## src/rtl/cnn_layer_accel_quad_job_ctrl_if.sv

```systemverilog
// Host-facing job/result handshake bundle for one CNN layer accelerator quad.
//   master : host side (drives job requests, acks and result handshakes)
//   slave  : job controller side (drives accept/request/complete, latched
//            parameters, output position and the error flag)
// job_parameters layout: [15:0] rows, [31:16] cols, [47:32] depth,
// [127:48] passthrough.
interface cnn_layer_accel_quad_job_ctrl_if #(
  parameter int C_DIM_WIDTH = 16
);
  logic                   job_start;
  logic                   job_accept;
  logic [127:0]           job_parameters;
  logic                   job_parameters_valid;
  logic                   job_fetch_request;
  logic                   job_fetch_ack;
  logic                   job_fetch_complete;
  logic                   job_complete;
  logic                   job_complete_ack;
  logic                   result_valid;
  logic                   result_accept;
  logic                   compute_en;
  logic [C_DIM_WIDTH-1:0] param_rows;
  logic [C_DIM_WIDTH-1:0] param_cols;
  logic [C_DIM_WIDTH-1:0] param_depth;
  logic [79:0]            param_extra;
  logic [31:0]            output_row;
  logic [31:0]            output_col;
  logic [31:0]            output_depth;
  logic                   err_unexpected_result;

  modport master (
    output job_start, job_parameters, job_parameters_valid,
           job_fetch_ack, job_fetch_complete, job_complete_ack,
           result_valid, result_accept,
    input  job_accept, job_fetch_request, job_complete, compute_en,
           param_rows, param_cols, param_depth, param_extra,
           output_row, output_col, output_depth, err_unexpected_result
  );

  modport slave (
    input  job_start, job_parameters, job_parameters_valid,
           job_fetch_ack, job_fetch_complete, job_complete_ack,
           result_valid, result_accept,
    output job_accept, job_fetch_request, job_complete, compute_en,
           param_rows, param_cols, param_depth, param_extra,
           output_row, output_col, output_depth, err_unexpected_result
  );
endinterface

```

## src/rtl/cnn_layer_accel_quad_job_ctrl.sv

```systemverilog
// Job controller for one CNN layer accelerator quad.
// Accepts a host job, latches its parameters, requests and waits out the
// weight/pixel fetch, enables compute, tracks the (row, col, depth) position
// of each accepted result and raises job completion after the last one.
// Ports:
//   clk_if : interface clock, all logic on its rising edge
//   rst_n  : synchronous active-low reset
//   bus    : job/result handshake bundle (slave modport)
// All outputs are registered.
module cnn_layer_accel_quad_job_ctrl #(
  parameter int C_DIM_WIDTH = 16
) (
  input  logic                          clk_if,
  input  logic                          rst_n,
  cnn_layer_accel_quad_job_ctrl_if.slave bus
);

  typedef enum logic [2:0] {
    ST_IDLE,
    ST_PARAM,
    ST_FETCH_REQ,
    ST_FETCH,
    ST_RUN,
    ST_DONE
  } state_t;

  localparam logic [C_DIM_WIDTH-1:0] DIM_ONE  = {{(C_DIM_WIDTH-1){1'b0}}, 1'b1};
  localparam logic [C_DIM_WIDTH-1:0] DIM_ZERO = '0;

  state_t                 state_q, state_d;
  logic                   accept_q, accept_d;
  logic                   fetch_req_q, fetch_req_d;
  logic                   complete_q, complete_d;
  logic                   compute_en_q, compute_en_d;
  logic                   err_q, err_d;
  logic [C_DIM_WIDTH-1:0] rows_q, rows_d;
  logic [C_DIM_WIDTH-1:0] cols_q, cols_d;
  logic [C_DIM_WIDTH-1:0] depth_q, depth_d;
  logic [79:0]            extra_q, extra_d;
  logic [C_DIM_WIDTH-1:0] row_q, row_d;
  logic [C_DIM_WIDTH-1:0] col_q, col_d;
  logic [C_DIM_WIDTH-1:0] dep_q, dep_d;

  logic handshake;
  logic capture;
  logic zero_dim;

  assign handshake = bus.result_valid & bus.result_accept;
  assign zero_dim  = (rows_q == DIM_ZERO) || (cols_q == DIM_ZERO) || (depth_q == DIM_ZERO);

  always_comb begin
    state_d  = state_q;
    accept_d = 1'b0;
    err_d    = err_q;
    rows_d   = rows_q;
    cols_d   = cols_q;
    depth_d  = depth_q;
    extra_d  = extra_q;
    row_d    = row_q;
    col_d    = col_q;
    dep_d    = dep_q;
    capture  = 1'b0;

    case (state_q)
      ST_IDLE: begin
        if (bus.job_start) begin
          accept_d = 1'b1;
          err_d    = 1'b0;
          // Parameters presented together with the start skip PARAM.
          if (bus.job_parameters_valid) begin
            capture = 1'b1;
            state_d = ST_FETCH_REQ;
          end else begin
            state_d = ST_PARAM;
          end
        end
      end
      ST_PARAM: begin
        if (bus.job_parameters_valid) begin
          capture = 1'b1;
          state_d = ST_FETCH_REQ;
        end
      end
      ST_FETCH_REQ: begin
        // A fetch_complete arriving with the ack is ignored on purpose;
        // the host must repeat it once FETCH is reached.
        if (bus.job_fetch_ack) begin
          state_d = ST_FETCH;
        end
      end
      ST_FETCH: begin
        if (bus.job_fetch_complete) begin
          state_d = zero_dim ? ST_DONE : ST_RUN;
        end
      end
      ST_RUN: begin
        // Position walks col fastest, then row, then depth.
        if (handshake) begin
          if (col_q == cols_q - DIM_ONE) begin
            col_d = DIM_ZERO;
            if (row_q == rows_q - DIM_ONE) begin
              row_d = DIM_ZERO;
              if (dep_q == depth_q - DIM_ONE) begin
                dep_d   = DIM_ZERO;
                state_d = ST_DONE;
              end else begin
                dep_d = dep_q + DIM_ONE;
              end
            end else begin
              row_d = row_q + DIM_ONE;
            end
          end else begin
            col_d = col_q + DIM_ONE;
          end
        end
      end
      ST_DONE: begin
        if (bus.job_complete_ack) begin
          state_d = ST_IDLE;
        end
      end
      default: state_d = ST_IDLE;
    endcase

    if (capture) begin
      rows_d  = bus.job_parameters[C_DIM_WIDTH-1:0];
      cols_d  = bus.job_parameters[16 +: C_DIM_WIDTH];
      depth_d = bus.job_parameters[32 +: C_DIM_WIDTH];
      extra_d = bus.job_parameters[127:48];
      row_d   = DIM_ZERO;
      col_d   = DIM_ZERO;
      dep_d   = DIM_ZERO;
    end

    // A stray result handshake wins over the clear done by job_start.
    if (handshake && (state_q != ST_RUN)) begin
      err_d = 1'b1;
    end

    // Registered outputs follow the state being entered.
    fetch_req_d  = (state_d == ST_FETCH_REQ);
    compute_en_d = (state_d == ST_RUN);
    complete_d   = (state_d == ST_DONE);
  end

  always_ff @(posedge clk_if) begin
    if (!rst_n) begin
      state_q      <= ST_IDLE;
      accept_q     <= 1'b0;
      fetch_req_q  <= 1'b0;
      complete_q   <= 1'b0;
      compute_en_q <= 1'b0;
      err_q        <= 1'b0;
      rows_q       <= '0;
      cols_q       <= '0;
      depth_q      <= '0;
      extra_q      <= '0;
      row_q        <= '0;
      col_q        <= '0;
      dep_q        <= '0;
    end else begin
      state_q      <= state_d;
      accept_q     <= accept_d;
      fetch_req_q  <= fetch_req_d;
      complete_q   <= complete_d;
      compute_en_q <= compute_en_d;
      err_q        <= err_d;
      rows_q       <= rows_d;
      cols_q       <= cols_d;
      depth_q      <= depth_d;
      extra_q      <= extra_d;
      row_q        <= row_d;
      col_q        <= col_d;
      dep_q        <= dep_d;
    end
  end

  assign bus.job_accept            = accept_q;
  assign bus.job_fetch_request     = fetch_req_q;
  assign bus.job_complete          = complete_q;
  assign bus.compute_en            = compute_en_q;
  assign bus.err_unexpected_result = err_q;
  assign bus.param_rows            = rows_q;
  assign bus.param_cols            = cols_q;
  assign bus.param_depth           = depth_q;
  assign bus.param_extra           = extra_q;
  assign bus.output_row            = {{(32-C_DIM_WIDTH){1'b0}}, row_q};
  assign bus.output_col            = {{(32-C_DIM_WIDTH){1'b0}}, col_q};
  assign bus.output_depth          = {{(32-C_DIM_WIDTH){1'b0}}, dep_q};

endmodule

```

## src/flat_wrapper.sv

```systemverilog
// flat-port wrapper written by rule: the top's interface ports become plain ports
module cnn_layer_accel_quad_job_ctrl_flat 
#(
  parameter int C_DIM_WIDTH = 16
)
  (clk_if, rst_n, bus_job_start, bus_job_parameters, bus_job_parameters_valid, bus_job_fetch_ack, bus_job_fetch_complete, bus_job_complete_ack, bus_result_valid, bus_result_accept, bus_job_accept, bus_job_fetch_request, bus_job_complete, bus_compute_en, bus_param_rows, bus_param_cols, bus_param_depth, bus_param_extra, bus_output_row, bus_output_col, bus_output_depth, bus_err_unexpected_result);
  cnn_layer_accel_quad_job_ctrl_if #(.C_DIM_WIDTH(C_DIM_WIDTH)) bus_i ();
  input  logic clk_if;
  input  logic rst_n;
  input wire logic [$bits(bus_i.job_start)-1:0] bus_job_start;
  input wire logic [$bits(bus_i.job_parameters)-1:0] bus_job_parameters;
  input wire logic [$bits(bus_i.job_parameters_valid)-1:0] bus_job_parameters_valid;
  input wire logic [$bits(bus_i.job_fetch_ack)-1:0] bus_job_fetch_ack;
  input wire logic [$bits(bus_i.job_fetch_complete)-1:0] bus_job_fetch_complete;
  input wire logic [$bits(bus_i.job_complete_ack)-1:0] bus_job_complete_ack;
  input wire logic [$bits(bus_i.result_valid)-1:0] bus_result_valid;
  input wire logic [$bits(bus_i.result_accept)-1:0] bus_result_accept;
  output wire logic [$bits(bus_i.job_accept)-1:0] bus_job_accept;
  output wire logic [$bits(bus_i.job_fetch_request)-1:0] bus_job_fetch_request;
  output wire logic [$bits(bus_i.job_complete)-1:0] bus_job_complete;
  output wire logic [$bits(bus_i.compute_en)-1:0] bus_compute_en;
  output wire logic [$bits(bus_i.param_rows)-1:0] bus_param_rows;
  output wire logic [$bits(bus_i.param_cols)-1:0] bus_param_cols;
  output wire logic [$bits(bus_i.param_depth)-1:0] bus_param_depth;
  output wire logic [$bits(bus_i.param_extra)-1:0] bus_param_extra;
  output wire logic [$bits(bus_i.output_row)-1:0] bus_output_row;
  output wire logic [$bits(bus_i.output_col)-1:0] bus_output_col;
  output wire logic [$bits(bus_i.output_depth)-1:0] bus_output_depth;
  output wire logic [$bits(bus_i.err_unexpected_result)-1:0] bus_err_unexpected_result;
  assign bus_i.job_start = bus_job_start;
  assign bus_i.job_parameters = bus_job_parameters;
  assign bus_i.job_parameters_valid = bus_job_parameters_valid;
  assign bus_i.job_fetch_ack = bus_job_fetch_ack;
  assign bus_i.job_fetch_complete = bus_job_fetch_complete;
  assign bus_i.job_complete_ack = bus_job_complete_ack;
  assign bus_i.result_valid = bus_result_valid;
  assign bus_i.result_accept = bus_result_accept;
  assign bus_job_accept = bus_i.job_accept;
  assign bus_job_fetch_request = bus_i.job_fetch_request;
  assign bus_job_complete = bus_i.job_complete;
  assign bus_compute_en = bus_i.compute_en;
  assign bus_param_rows = bus_i.param_rows;
  assign bus_param_cols = bus_i.param_cols;
  assign bus_param_depth = bus_i.param_depth;
  assign bus_param_extra = bus_i.param_extra;
  assign bus_output_row = bus_i.output_row;
  assign bus_output_col = bus_i.output_col;
  assign bus_output_depth = bus_i.output_depth;
  assign bus_err_unexpected_result = bus_i.err_unexpected_result;
  cnn_layer_accel_quad_job_ctrl #(.C_DIM_WIDTH(C_DIM_WIDTH)) u_core (.clk_if(clk_if), .rst_n(rst_n), .bus(bus_i));
endmodule
```

## config.mk

```make
export PLATFORM = sky130hd
export DESIGN_NAME = cnn_layer_accel_quad_job_ctrl_flat
export DESIGN_NICKNAME = d
export VERILOG_FILES = /design/src/rtl/cnn_layer_accel_quad_job_ctrl_if.sv /design/src/rtl/cnn_layer_accel_quad_job_ctrl.sv /design/src/flat_wrapper.sv
export SDC_FILE = /design/constraint.sdc
export NUM_CORES = 1
export LEC_CHECK = 0
export BUFFER_PORTS_ARGS = -buffer_cell sky130_fd_sc_hd__buf_2
export CORE_AREA = 2 2 142 144
export CTS_BUF_LIST = sky130_fd_sc_hd__clkbuf_4 sky130_fd_sc_hd__clkbuf_8 sky130_fd_sc_hd__clkbuf_16
export CTS_CLUSTER_DIAMETER = 100
export DETAILED_ROUTE_END_ITERATION = 10
export DIE_AREA = 0 0 144 146
export PLACE_DENSITY = 0.89
export SLEW_MARGIN = 20
export SYNTH_ARGS = -nofsm -noshare
export SYNTH_HDL_FRONTEND = slang
export SYNTH_SLANG_ARGS = --single-unit
```

## constraint.sdc

```tcl
create_clock -name clk_if -period 3.9 [get_ports clk_if]
set_input_delay 0.585 -clock clk_if [delete_from_list [all_inputs] [get_ports clk_if]]
set_output_delay 0.585 -clock clk_if [all_outputs]
set_load 0.02 [all_outputs]
```

# Word-level counts from Yosys, hierarchy flattened
# Index checks and enable logic that the tools add are counted.
# Widths: inputs -> output; s select.
# totals
reg_bits	184
input_bits	137
output_inout_bits	229
elab_cells	70
# op_classes
addsub	6
eq_ne	12
mux	22
bitwise_logic	2
n_reduce_logical	15
# ops
operator	n
$add 16x1->16 const B	3
$eq 16x16->1	3
$logic_not 16->1	3
$mux 16	3
$sub 16x1->16 const B	3
$mux 3	9
$pmux 3 s6	1
$eq 3x3->1 const B	4
$eq 3x2->1 const B	3
$mux 1	7
$reduce_and 2->1	3
$reduce_and 4->1	1
$reduce_bool 2->1	2
$eq 3x1->1 const B	1
$logic_not 3->1	1
$ne 3x3->1 const B	1
$reduce_and 3->1	1
$logic_or 1x1->1	2
$mux 2	1
$pmux 1 s2	1
$reduce_or 2->1	1
$and 1x1->1	1
$logic_and 1x1->1	1
$not 1->1	1

# Depth between registers and ports, before layout
# Gate-level depths: netlist (run 1).
# depth
ltp_word	8
mapped_depth	13
mapped_depth_nobuf	10

# Worst setup path before layout (run 1)
# OpenSTA, ideal clock, no wires.
# synth_timing
path_type	reg2reg
startpoint	reg u_core.cols_q[7] (netlist: u_core.bus.param_cols[7])
endpoint	reg u_core.dep_q[3]
setup_time_ps	70
t_arrival_ps	3290
t_required_ps	3830
slack_ps	540
stages_incl_launch_ff	11
n_path_buf	2
period_less_slack_ps	3360
cell_sequence	dfxtp_1 buf_6 or4_4 or3_1 a211oi_1 a2bb2oi_2 nand4_1 or4_1 buf_2 or4_1 a21oi_1
# synth_via
elab_chain_cells	3
# synth_rtl
element	line	source
from (decl)	cnn_layer_accel_quad_job_ctrl.sv:37	logic [C_DIM_WIDTH-1:0] cols_q, cols_d;
from (signal assigned)	cnn_layer_accel_quad_job_ctrl.sv:169	cols_q <= cols_d;
$sub 16x1->16	cnn_layer_accel_quad_job_ctrl.sv:99	if (col_q == cols_q - DIM_ONE) begin
$eq 16x16->1	cnn_layer_accel_quad_job_ctrl.sv:99	
$reduce_and 4->1 (no line)	n/a	
to (signal assigned)	cnn_layer_accel_quad_job_ctrl.sv:174	dep_q <= dep_d;
to (decl)	cnn_layer_accel_quad_job_ctrl.sv:42	logic [C_DIM_WIDTH-1:0] dep_q, dep_d;
# No other way between the ends.
# A chain may end at the register's enable or synchronous reset.

# Final worst setup path (run 1)
# layout_timing
startpoint	reg u_core.cols_q[2] (netlist: u_core.bus.param_cols[2])
endpoint	reg u_core.dep_q[14]
# The elaborated chain is that of the path after synthesis.

==> results.md, run 1 <==
- Of the available clock period, the critical path in the final layout requires 0.933.
- Detailed placement finished with a half-perimeter wire length of 19.6 mm.
- The setup TNS is 0 ps.
- The total global-route track usage is 0.245.
- The fraction of the yosys area taken by sequential cells is 0.393.
- The number of global-route vias before repair is 8487.
- The core region is 19300 sq um.
- The largest net degree at the start of global routing is 104.
- The number of instances resized during post-cts repair is 0.
- Row generation in the floorplan step produced 51 rows.
- The die is 144 um wide.
- The count of yosys warnings during synthesis is 0.
- The global-route congestion overflow total is 0.
- The number of buffers added by the clock tree synthesis step is 17.
- The max-slew violation total from the final report is 0.
- The number of setup violations in the final report is 0.
- The buffer count from post-CTS setup fixing is 0.
- The share of Yosys cell area claimed by the top area cell type is 0.393.
- The number of distinct standard cells referenced by the synthesized netlist is 66.
- The detailed router's first-iteration violation count is 471.
- The via-per-instance ratio is 5.26.
- The cell leakage power is 5.19 nW.
- The first global-routing pass estimated 41.7 mm of wire.
- The number of placed instances, taps included, is 1693.
- The cell taking the most area after synthesis is dfxtp_1.
- The most used flip-flop cell after synthesis is dfxtp_1.
- The total number of H-tree levels is 4.
- The gate count after technology mapping is 1165.
- Once layout is complete, the cells apart from fillers number 1731.
- STA puts the critical path data required time at 4250 ps.
- The global placer's final weighted congestion is 0.927.
- The reg-to-reg startpoint is u_core.bus.param_cols[2].
- By area the synthesized netlist is led by dfxtp_1 (39%), nand2_1 (12%), a21boi_0 (10%), xor2_1 (4.4%), buf_4 (3.8%).
- The clock net sink count is 184.
- A synthesized cell averages 8.04 sq um.
- The total via count after detailed routing is 9100.
- The run finished with clean final reports.
- The critical path is of the reg2reg type.
- The kind of end point of the critical path is a flop.
- Setup repair after global routing left no endpoint under its margin.
- The tree is rooted in a clkbuf_16.
- From bottom edge to top edge, the die measures 146 um.
- The overall routed net length is 26.5 mm.
- The clock period minus worst slack is 3640 ps.
- In this run the most critical hold path is launched from bus_job_parameters[106].
- In this run the deepest clock path goes through 2 buffers.
- The element type at the critical path start is a flop.
- The count of port buffers added during placement is 317.
- Max-cap violations in this run came to 0.
- For the pin with the worst max-slew slack, the measured transition is 910 ps.
- For the worst setup path, the data arrival time is 3990 ps.
- The initial antenna violation count was 7.
- The power per cell area is 410 nW/um^2.
- The first detailed-routing pass ran for 5 iterations.
- The area added between synthesis and finish is 24.0%.
- The total I/O pin count is 366.
- The number of hold violations in the final report is 0.
- The flip-flop and latch count after synthesis is 184.
- Of all flip-flops after synthesis, the portion carrying an async set or reset was 0.
- The fraction of layout cells with a size suffix above 1 is 0.259.
- The peak clock frequency supported by timing is 275 MHz.
- The worst pin sits at a relative slew slack of 0.388.
- Once detail routing completed, the nets flagged for antenna violations numbered 0.
- The synthesized design contains 0 enable-type register cells.
- For the worst-skew pair, the clock arrives at the later sink with an insertion delay of 430 ps.
- After detailed routing, the average wire length per cell comes to 15.3 um.
- After clock tree synthesis, the clock-pin slew on the worst setup and hold paths is 80 ps.
- The tightest min-delay check is of the in2reg type.
- The post-synth design cell area is 9360 sq um.
- TritonCTS built the clock tree.
- Along the worst path, the maximum fanout reaches 29.
- The quantity of hold-fixing buffers added after cts is 0.
- The residual DRC count is 0.
- Across the VDD grid, the largest voltage drop is 0.000306 V.
- The starting density of the core is 0.484.
- The floorplan step defined a die boundary enclosing 21000 sq um.
- The final clock skew is 15.4 ps.
- The count of nets after finishing is 1590.
- The startpoint of the worst setup timing path is u_core.bus.param_cols[2].
==> report_power, final <==
| group | leakage [nW] | internal, mW | switching (mW) | total [mW] |
|---|---|---|---|---|
| Sequential | 1.50 | 1.96 | 0.0826 | 2.04 |
| Combinational | 3.38 | 0.332 | 0.545 | 0.877 |
| Clock | 0.309 | 0.991 | 0.852 | 1.84 |
| Total | 5.19 | 3.28 | 1.48 | 4.76 |
==> cells in the final DEF (no fill, tap or decap), drive strengths merged, types with 7 or more instances in the layout <==
| master | n |
|---|---|
| o21ai | 19 |
| and2 | 8 |
| and3 | 15 |
| nor4 | 17 |
| nand4 | 26 |
| or3 | 9 |
| conb | 48 |
| xnor2 | 41 |
| or4 | 15 |
| xor2 | 47 |
| clkbuf | 17 |
| nor2 | 63 |
| dfxtp | 184 |
| inv | 26 |
| o31ai | 7 |
| nand3 | 24 |
| a21boi | 129 |
| a21oi | 26 |
| nor3 | 21 |
| nand2 | 293 |
| buf | 328 |
==> metal layers <==
layer  up-vias  part of all wire  global-route usage
met5         -           0.00049                   0
li1       4454                 -                   -
met4         2             0.032               0.109
met1      4192              0.40               0.289
met3        66             0.087              0.0760
met2       386              0.48               0.405
==> cell families after synthesis <==
logic type               share of synthesized area
AO/OA/AOI/OAI                                0.167
XOR/XNOR                                    0.0847
adder cells (fa/ha/maj)                    0.00802
buffers and inverters                       0.0726
flip-flops                                   0.393
multiplexers                               0.00802
other                                     0.000401
AND/OR/NAND/NOR                              0.266
==> cell usage after synthesis, types with 3 or more instances <==
master     instances
a211o_1            4
a211oi_1           5
a21boi_0         129
a21oi_1           26
a22oi_1            3
a31oi_1            6
and2_1             8
and3_1            15
and4_1             3
buf_2              3
buf_4             48
clkbuf_1          59
dfxtp_1          184
ha_1               6
inv_1             18
mux2i_1            3
nand2_1          293
nand2b_1           5
nand3_1           24
nand3b_1           6
nand4_1           26
nand4b_1           3
nor2_1            63
nor2b_1            3
nor3_1            21
nor3b_1            3
nor4_1            14
o2111ai_1          3
o211ai_1           3
o21ai_0           18
o31ai_1            7
or3_1              9
or3b_2             3
or4_1             14
xnor2_1           41
xor2_1            47
==> per-stage QoR <==
stage | area (sq um) | worst slack, ps | hold WS [ps] | utilization | power (mW)
detailed placement | 11000 | 370 | 454 | 0.567 | 2.96
CTS | 11600 | 339 | 376 | 0.600 | 4.80
global placement | 11000 | 500 | 448 | 0.567 | 2.94
finish | 11600 | 259 | 393 | 0.600 | 4.76
floorplan | 9540 | 540 | 541 | - | 2.72
global route | 11600 | 181 | 385 | 0.600 | 4.97
==> path summary, 6_finish.rpt <==
check,to,slack [ps],cells past startpoint
worst min register to register,u_core.bus.param_extra[15],460,2
worst max register to register,u_core.dep_q[14],260,9
worst max-delay path,u_core.dep_q[14],260,9
worst min-delay path,u_core.bus.param_extra[58],390,3
==> final cells by class <==
class	count	area, sq um
Tap cell	265	332
Fill cell	1757	7720
Timing Repair Buffer	328	1700
Multi-Input combinational cell	898	5190
Antenna cell	6	15.0
Clock buffer	17	425
Sequential cell	184	3680
Clock inverter	15	204
Inverter	18	67.6
==> critical path: stages, from the launching register on <==
cell       delay (ps)
dfxtp_1           380
or4_1             660
or2_2             380
a211oi_1          250
a2bb2oi_2         200
nand4_1           230
or4_1             530
buf_4             230
or4_1             530
a21oi_1           180
==> registers in the layout, indices dropped and copies added, names as in the netlist <==
register	flops
u_core.bus.compute_en	1
u_core.bus.err_unexpected_result	1
u_core.bus.job_accept	1
u_core.bus.job_complete	1
u_core.bus.job_fetch_request	1
u_core.bus.param_cols	16
u_core.bus.param_depth	16
u_core.bus.param_extra	80
u_core.bus.param_rows	16
u_core.col_q	16
u_core.dep_q	16
u_core.row_q	16
u_core.state_q	3
No activity file was read; power rests on OpenSTA's default activity.
==> inputs of run 2 (changes only) <==
--- a/config.mk
+++ b/config.mk
@@ -12,4 +12,5 @@
 export DETAILED_ROUTE_END_ITERATION = 10
 export DIE_AREA = 0 0 144 146
+export HOLD_SLACK_MARGIN = 0.05
 export PLACE_DENSITY = 0.89
 export SLEW_MARGIN = 20
==> constraint.sdc (replaced) <==
create_clock -name clk_if -period 3.9 [get_ports clk_if]
set_input_delay 1.17 -clock clk_if [delete_from_list [all_inputs] [get_ports clk_if]]
set_output_delay 1.17 -clock clk_if [all_outputs]
set_load 0.02 [all_outputs]
==> run 2 against run 1 <==
Critical path depth unchanged; global-route usage increased by 0.053 points; clock-buffer cell count unchanged; core utilization decreased by 0.11 points; critical endpoint is now u_core.dep_q[13]; hold slack improved by 69 ps; critical path type unchanged; total power decreased by 1.4%.
==> results.md, run 2 (synthesis gave the netlist of run 1 again) <==
- The run finished with clean final reports.
- STA classifies the critical path startpoint as a flop.
- The x dimension of the die is 144 um (unchanged).
- The number of buffers added by the clock tree synthesis step is 17 (unchanged).
- The CTS root buffer is clkbuf_16.
- The total buffers and inverters traversed by the critical path is 1 (unchanged).
- The data arrival time of the worst path is 4000 ps (about the same).
- The kind of cell with the highest combined delay along the critical path is simple AND/OR/NAND/NOR gates.
- The largest net degree at the start of global routing is 120 (+15%).
- The number of hold violations in the final report was 0 (unchanged).
- The start-to-end type of the worst setup path is reg2reg.
- The wire length of the first global-routing pass is 41.6 mm (-0.40%).
- The buffer count from post-CTS setup fixing came to 0 (unchanged).
- The maximum single-stage delay on the critical path was 780 ps (+120 ps).
- The power per cell area came to 405 nW/um^2 (-1.2%).
- Relative to the synthesized area, the layout overhead comes to 23.8%.
- The setup TNS is 0 ps (unchanged).
- The count of nets after finishing came to 1590 (unchanged).
- The register-to-register setup slack is 250 ps (about the same).
- The clock period minus worst slack is 3650 ps (+10.7 ps).
- The share of the clock period used by the worst path is 0.936 (+0.00273).
- In the layout the commonest cells are buf_2 (316), nand2_1 (293), dfxtp_1 (184).
- The clock net sink count came to 184 (unchanged).
- The initial antenna violation count is 4 (-3).
- The number of instances resized during post-cts repair came to 0 (unchanged).
- The relative slew slack is 0.299 (-0.0889).
- The library cell used most frequently in the layout, excluding fill and tap cells, is buf_2.
- The final clock skew is 13.1 ps (-2.30 ps).
- The number of iterations in the first detailed-routing pass is 6 (+1).
- The startpoint identified for the worst register-to-register timing path is u_core.bus.param_cols[2].
- The max-slew violation total from the final report came to 0 (unchanged).
- The via-per-instance ratio is 5.26 (+0.11%).
- The signal on the critical path passes through nor4_1 > nand4_1 > xnor2_1 > nor4_4 > nand4_1 > or4_1 > buf_4 > or4_1 > a21oi_1.
- Setup repair after global routing left no endpoint under its margin.
- The max-cap check violation count is 0 (unchanged).
- The total global-route track usage is 0.245 (+0.000528).
- The global-route congestion overflow total is 0 (unchanged).
- The area of the core is 19300 sq um (unchanged).
- The clock-pin slew on the worst setup and hold paths is 70 ps (about the same).
- The highest fanout seen on the critical path is 29 (unchanged).
- The starting density of the core came to 0.484 (unchanged).
- The placed wire-length estimate after detailed placement came to 19.8 mm (+1.2%).
- The worst voltage drop across the vdd grid was 0.000267 V (-13%).
- The cell with the biggest individual delay on the critical path is nor4_1.
- The number of setup violations in the final report is 0 (unchanged).
- The number of cell rows is 51 (unchanged).
- The full die area is 21000 sq um (unchanged).
- The total I/O pin count is 366 (unchanged).
- The fraction of layout cells with a size suffix above 1 is 0.259 (unchanged).
- The routed length per placed instance is 15.4 um (+0.69%).
- The peak clock frequency supported by timing is 274 MHz (-0.29%).
- The cell leakage power is 5.18 nW (-0.20%).
- The residual DRC count is 0 (unchanged).
- The flip-flop count of the largest register after layout is 80 (unchanged).
- The length in cells of the worst reg-to-reg path is 9 (unchanged).
- The detailed router's first-iteration violation count is 574 (+22%).
- The overall routed net length is 26.7 mm (+0.69%).
- The count of antenna-violating nets left after detailed routing was 0 (unchanged).
- The number of buffers on the longest clock path is 2 (unchanged).
- The global placer's final weighted congestion is 0.915 (-1.4%).
- The number of cells on the critical path came to 9 (unchanged).
- The count of filler cells inserted in the layout came to 1731 (-1.5%).
- The instance count along the most critical hold path came to 2 (-1).
- The worst hold path begins at u_core.bus.param_extra[31].
- In this run the worst hold path is classified as reg2reg.
- The total number of H-tree levels came to 4 (unchanged).
- The count of port buffers added during placement is 317 (unchanged).
- The number of global-route vias before repair was 8527 (+0.47%).
- The required time of the worst setup path is 4250 ps (about the same).
- The actual transition at the worst max-transition pin is 1040 ps (+132 ps).
- The quantity of hold-fixing buffers added after cts was 0 (unchanged).
- The total via count after detailed routing is 9110 (+0.11%).
- The floorplan die height is 146 um (unchanged).
- The minimum hold slack was 461 ps (+68.5 ps).
- The clock insertion delay at the later pin of the skew report is 430 ps (about the same).
- Tracing the worst setup path back leads to its startpoint at u_core.bus.param_cols[2].
- The kind of end point of the critical path is a flop.
- The clock tree from TritonCTS is built.
## run 2: changes by cell type in the layout (fill, tap and decap cells not counted)
cell and delta:
clkinv_4 +2, bufinv_16 -1, inv_6 -1
## run 2: cell type report
cell class	instances	area (sq um)	area share
Antenna cell	6	15.0	0.00130
Clock buffer	17	425	0.0367
Clock inverter	15	183	0.0158
Inverter	18	67.6	0.00583
Multi-Input combinational cell	898	5190	0.448
Sequential cell	184	3680	0.318
Tap cell	265	332	0.0286
Timing Repair Buffer	328	1700	0.146
## run 2: worst min-delay path, stage by stage (launching register included)
cell      delay (ps)
dfxtp_1          310
nand2_1           40
a21boi_0          60
## run 2: path summary, 6_finish.rpt
| check | end |
|---|---|
| worst max-delay path | u_core.dep_q[13] |
| worst min register to register | u_core.bus.param_extra[31] |
| worst min-delay path | u_core.bus.param_extra[31] |
| worst max register to register | u_core.dep_q[13] |
## run 2: stage by stage
stage	area (sq um)	util	setup WS [ps]	std cells	power, mW
detailed placement	11000	0.567	337	1693	2.96
global placement	11000	0.567	477	1693	2.94
global route	11600	0.599	107	1727	4.90
CTS	11600	0.599	290	1725	4.73
finish	11600	0.599	249	1731	4.70
floorplan	9540	-	540	1212	2.72
## run 2: where the power goes
group | internal, mW | total (mW) | leakage [nW] | switching [mW]
Combinational | 0.332 | 0.880 | 3.38 | 0.548
Sequential | 1.96 | 2.04 | 1.50 | 0.0826
Clock | 0.925 | 1.77 | 0.299 | 0.846
## run 2: layer usage
metal | track usage | up-vias | part of all wire
li1 | - | 4452 | -
met1 | 0.292 | 4208 | 0.39
met2 | 0.413 | 395 | 0.49
met3 | 0.0701 | 53 | 0.087
met4 | 0.0980 | 2 | 0.026
met5 | 0 | - | 0.00049
==> inputs of run 3 (changes only) <==
- CELL_PAD_IN_SITES_DETAIL_PLACEMENT: not set -> 1
- CELL_PAD_IN_SITES_GLOBAL_PLACEMENT: not set -> 2
- CORE_AREA: 2 2 142 144 -> not set
- CORE_UTILIZATION: not set -> 27
- DIE_AREA: 0 0 144 146 -> not set
- PLACE_DENSITY: 0.89 -> 0.9
==> run 3 against run 2 <==
Non-clock buffer count grew 7; core utilization shrank 25 points; register-to-register slack gained 120 ps; global-route usage shrank 6.6 points; clock-buffer cell count grew 4; sequential share of layout area shrank 0.64 points; critical path depth is the same; via count grew 0.25%; design area grew 2.1%; highest routed layer unchanged; combinational power grew 4.0%; maximum frequency grew 3.4%; sequential power is essentially flat.
==> results.md, run 3 (synthesis gave the netlist of run 1 again) <==
- The element type at the critical path start is a flop.
- The count of filler cells inserted in the layout is 4197 (+140%).
- The full die area is 35400 sq um (+68%).
- The detailed router's first-iteration violation count came to 242 (-58%).
- The share of the clock period used by the worst path is 0.905 (-0.0310).
- The instance count along the most critical hold path was 2 (unchanged).
- The number of cell rows was 67 (+31%).
- The kind of end point of the critical path is a flop.
- The number of instances resized during post-cts repair is 0 (unchanged).
- The endpoint identified for the worst register-to-register timing path is u_core.dep_q[3].
- In the layout the commonest cells are buf_2 (316), nand2_1 (293), dfxtp_1 (184).
- The final non-filler cell total is 1918 (+11%).
- The quantity of hold-fixing buffers added after cts was 0 (unchanged).
- The register-to-register setup slack came to 370 ps (+120 ps).
- The proportion of power drawn by the clock network came to 0.365 (-0.012).
- The launch point of the worst hold path is u_core.bus.param_extra[53].
- The count of port buffers added during placement is 317 (unchanged).
- The total placed cells including tap cells is 1883 (+11%).
- The max-slew violation total from the final report is 0 (unchanged).
- The sequential power share was 0.439 (+0.004).
- The length in cells of the worst reg-to-reg path came to 9 (unchanged).
- The number of hold violations in the final report was 0 (unchanged).
- The number of setup violations in the final report was 0 (unchanged).
- The buffer count from post-CTS setup fixing is 0 (unchanged).
- The number of iterations in the first detailed-routing pass is 4 (-2).
- The largest net degree at the start of global routing is 75 (-38%).
- The power per cell area is 394 nW/um^2 (-2.8%).
- The required time of the worst setup path is 4270 ps (+20 ps).
- The combinational cell fraction of total power was 0.196 (+0.009).
- The residual DRC count is 0 (unchanged).
- The global placer's final weighted congestion came to 0.845 (-7.6%).
- The worst voltage drop across the vdd grid was 0.000311 V (+17%).
- The peak clock frequency supported by timing is 283 MHz (+3.4%).
- The number of global-route vias before repair came to 9342 (+9.6%).
- The global-route congestion overflow total is 0 (unchanged).
- The x dimension of the die is 188 um (+31%).
- Setup repair after global routing left no endpoint under its margin.
- By startpoint and endpoint, the worst setup path is classified as reg2reg.
- The number of buffers added by the clock tree synthesis step came to 17 (unchanged).
- The CTS root buffer is clkbuf_16.
- The minimum hold slack was 460 ps (-1.05 ps).
- The net load switching power is 1.43 mW (-3.2%).
- The area of the core is 33800 sq um (+75%).
- The setup TNS is 0 ps (unchanged).
- The max-cap check violation count came to 0 (unchanged).
- The maximum single-stage delay on the critical path is 670 ps (-110 ps).
- The internal power contribution was 3.23 mW (+0.37%).
- The total I/O pin count is 366 (unchanged).
- The via-per-instance ratio is 4.76 (-9.5%).
- The actual transition at the worst max-transition pin is 953 ps (-88.8 ps).
- The run finished with clean final reports.
- The most common library cell in the layout ignoring fill and taps is buf_2.
- The cell with the biggest individual delay on the critical path is or4_1.
- The total global-route track usage was 0.180 (-0.0656).
- The placed wire-length estimate after detailed placement was 24.2 mm (+22%).
- The clock insertion delay at the later pin of the skew report is 440 ps (about the same).
- The data arrival time of the worst path was 3900 ps (-100 ps).
- The clock net sink count came to 184 (unchanged).
- The starting density of the core is 0.277 (-0.207).
- Traced cell by cell, the critical path runs through or4_1 > or2_2 > a211oi_1 > a2bb2oi_2 > nand4_1 > or4_1 > buf_4 > or4_1 > a21oi_1.
- Compared with the post-synthesis result, the final layout area differs by 26.3%.
- The clock tree from TritonCTS is built.
- The initial antenna violation count was 4 (unchanged).
- The floorplan die height was 188 um (+29%).
- The total number of H-tree levels came to 4 (unchanged).
- The number of buffers on the longest clock path is 2 (unchanged).
- The fraction of layout cells with a size suffix above 1 is 0.263 (+0.00422).
- The cell leakage power came to 5.19 nW (+0.19%).
- The tightest min-delay check is of the reg2reg type.
- The count of antenna-violating nets left after detailed routing is 0 (unchanged).
- The final clock skew is 6.90 ps (-6.16 ps).
- The clock period minus worst slack came to 3530 ps (-121 ps).
- The clock-pin slew on the worst setup and hold paths is 70 ps (about the same).
- The relative slew slack was 0.359 (+0.0598).
- The flip-flop count of the largest register after layout is 80 (unchanged).
- The switching share of power was 0.307 (-0.00778).
- The total via count after detailed routing is 9133 (+0.25%).
- The routed length per placed instance is 16.6 um (+7.6%).
- The overall routed net length is 31.8 mm (+19%).
- The wire length of the first global-routing pass is 50.6 mm (+22%).
- The reg-to-reg startpoint is u_core.bus.param_cols[2].
- The highest fanout seen on the critical path came to 29 (unchanged).
- The count of nets after finishing was 1597 (+0.44%).
- The cell occurring most often along the worst timing path is or4_1.
- The endpoint with the worst hold slack is u_core.bus.param_extra[53].
run 3: worst max path at each step:
stage,endpoint,depth (start not counted),startpoint
2_1_floorplan,u_core.dep_q[3],10,u_core.bus.param_cols[7]
3_3_place_gp,u_core.dep_q[15],9,u_core.bus.param_cols[2]
3_5_place_dp,u_core.dep_q[11],9,u_core.bus.param_cols[2]
4_1_cts,u_core.dep_q[11],9,u_core.bus.param_cols[2]
5_1_grt,u_core.dep_q[11],9,u_core.bus.param_rows[7]
6_report,u_core.dep_q[3],9,u_core.bus.param_cols[2]
run 3: power groups by stage:
stage	Clock [mW]	Sequential, mW	Combinational [mW]
3_3_place_gp	0	2.08	0.900
5_1_grt	1.83	2.06	1.01
3_5_place_dp	0	2.09	0.922
4_1_cts	1.76	2.05	0.926
2_1_floorplan	0	2.17	0.550
6_report	1.70	2.05	0.915
run 3: area by class of cell:
| class | count | area [sq um] | area share |
|---|---|---|---|
| clock inverters | 11 | 98.8 | 0.00836 |
| flip-flops and latches | 184 | 3680 | 0.311 |
| clock buffers | 21 | 468 | 0.0396 |
| repair buffers | 335 | 1750 | 0.148 |
| diodes | 3 | 7.51 | 0.000635 |
| well taps | 448 | 561 | 0.0474 |
| inverters | 18 | 67.6 | 0.00571 |
| multi-input cells | 898 | 5190 | 0.439 |
run 3: worst max-delay path, delay by kind of cell (launching register included):
family / cells / cell delay [ps]
AOI/OAI and AO/OA: 3 / 620
buffers and inverters: 1 / 230
DFF: 1 / 390
and+or+nand+nor: 5 / 2210
run 3: metal layers:
| metal | vias to the layer above | wire length, um | track usage |
|---|---|---|---|
| met3 | 43 | 2090 | 0.0548 |
| li1 | 4462 | - | - |
| met2 | 258 | 15400 | 0.308 |
| met5 | - | 13 | 0 |
| met1 | 4368 | 13600 | 0.209 |
| met4 | 2 | 708 | 0.0666 |
run 3: through the flow:
| step | instance area, sq um | power (mW) | util | worst slack [ps] |
|---|---|---|---|---|
| floorplan | 9540 | 2.72 | - | 540 |
| global placement | 11200 | 2.98 | 0.333 | 498 |
| detailed placement | 11200 | 3.01 | 0.333 | 395 |
| CTS | 11800 | 4.74 | 0.350 | 372 |
| global route | 11800 | 4.90 | 0.350 | 26.0 |
| finish | 11800 | 4.66 | 0.350 | 370 |
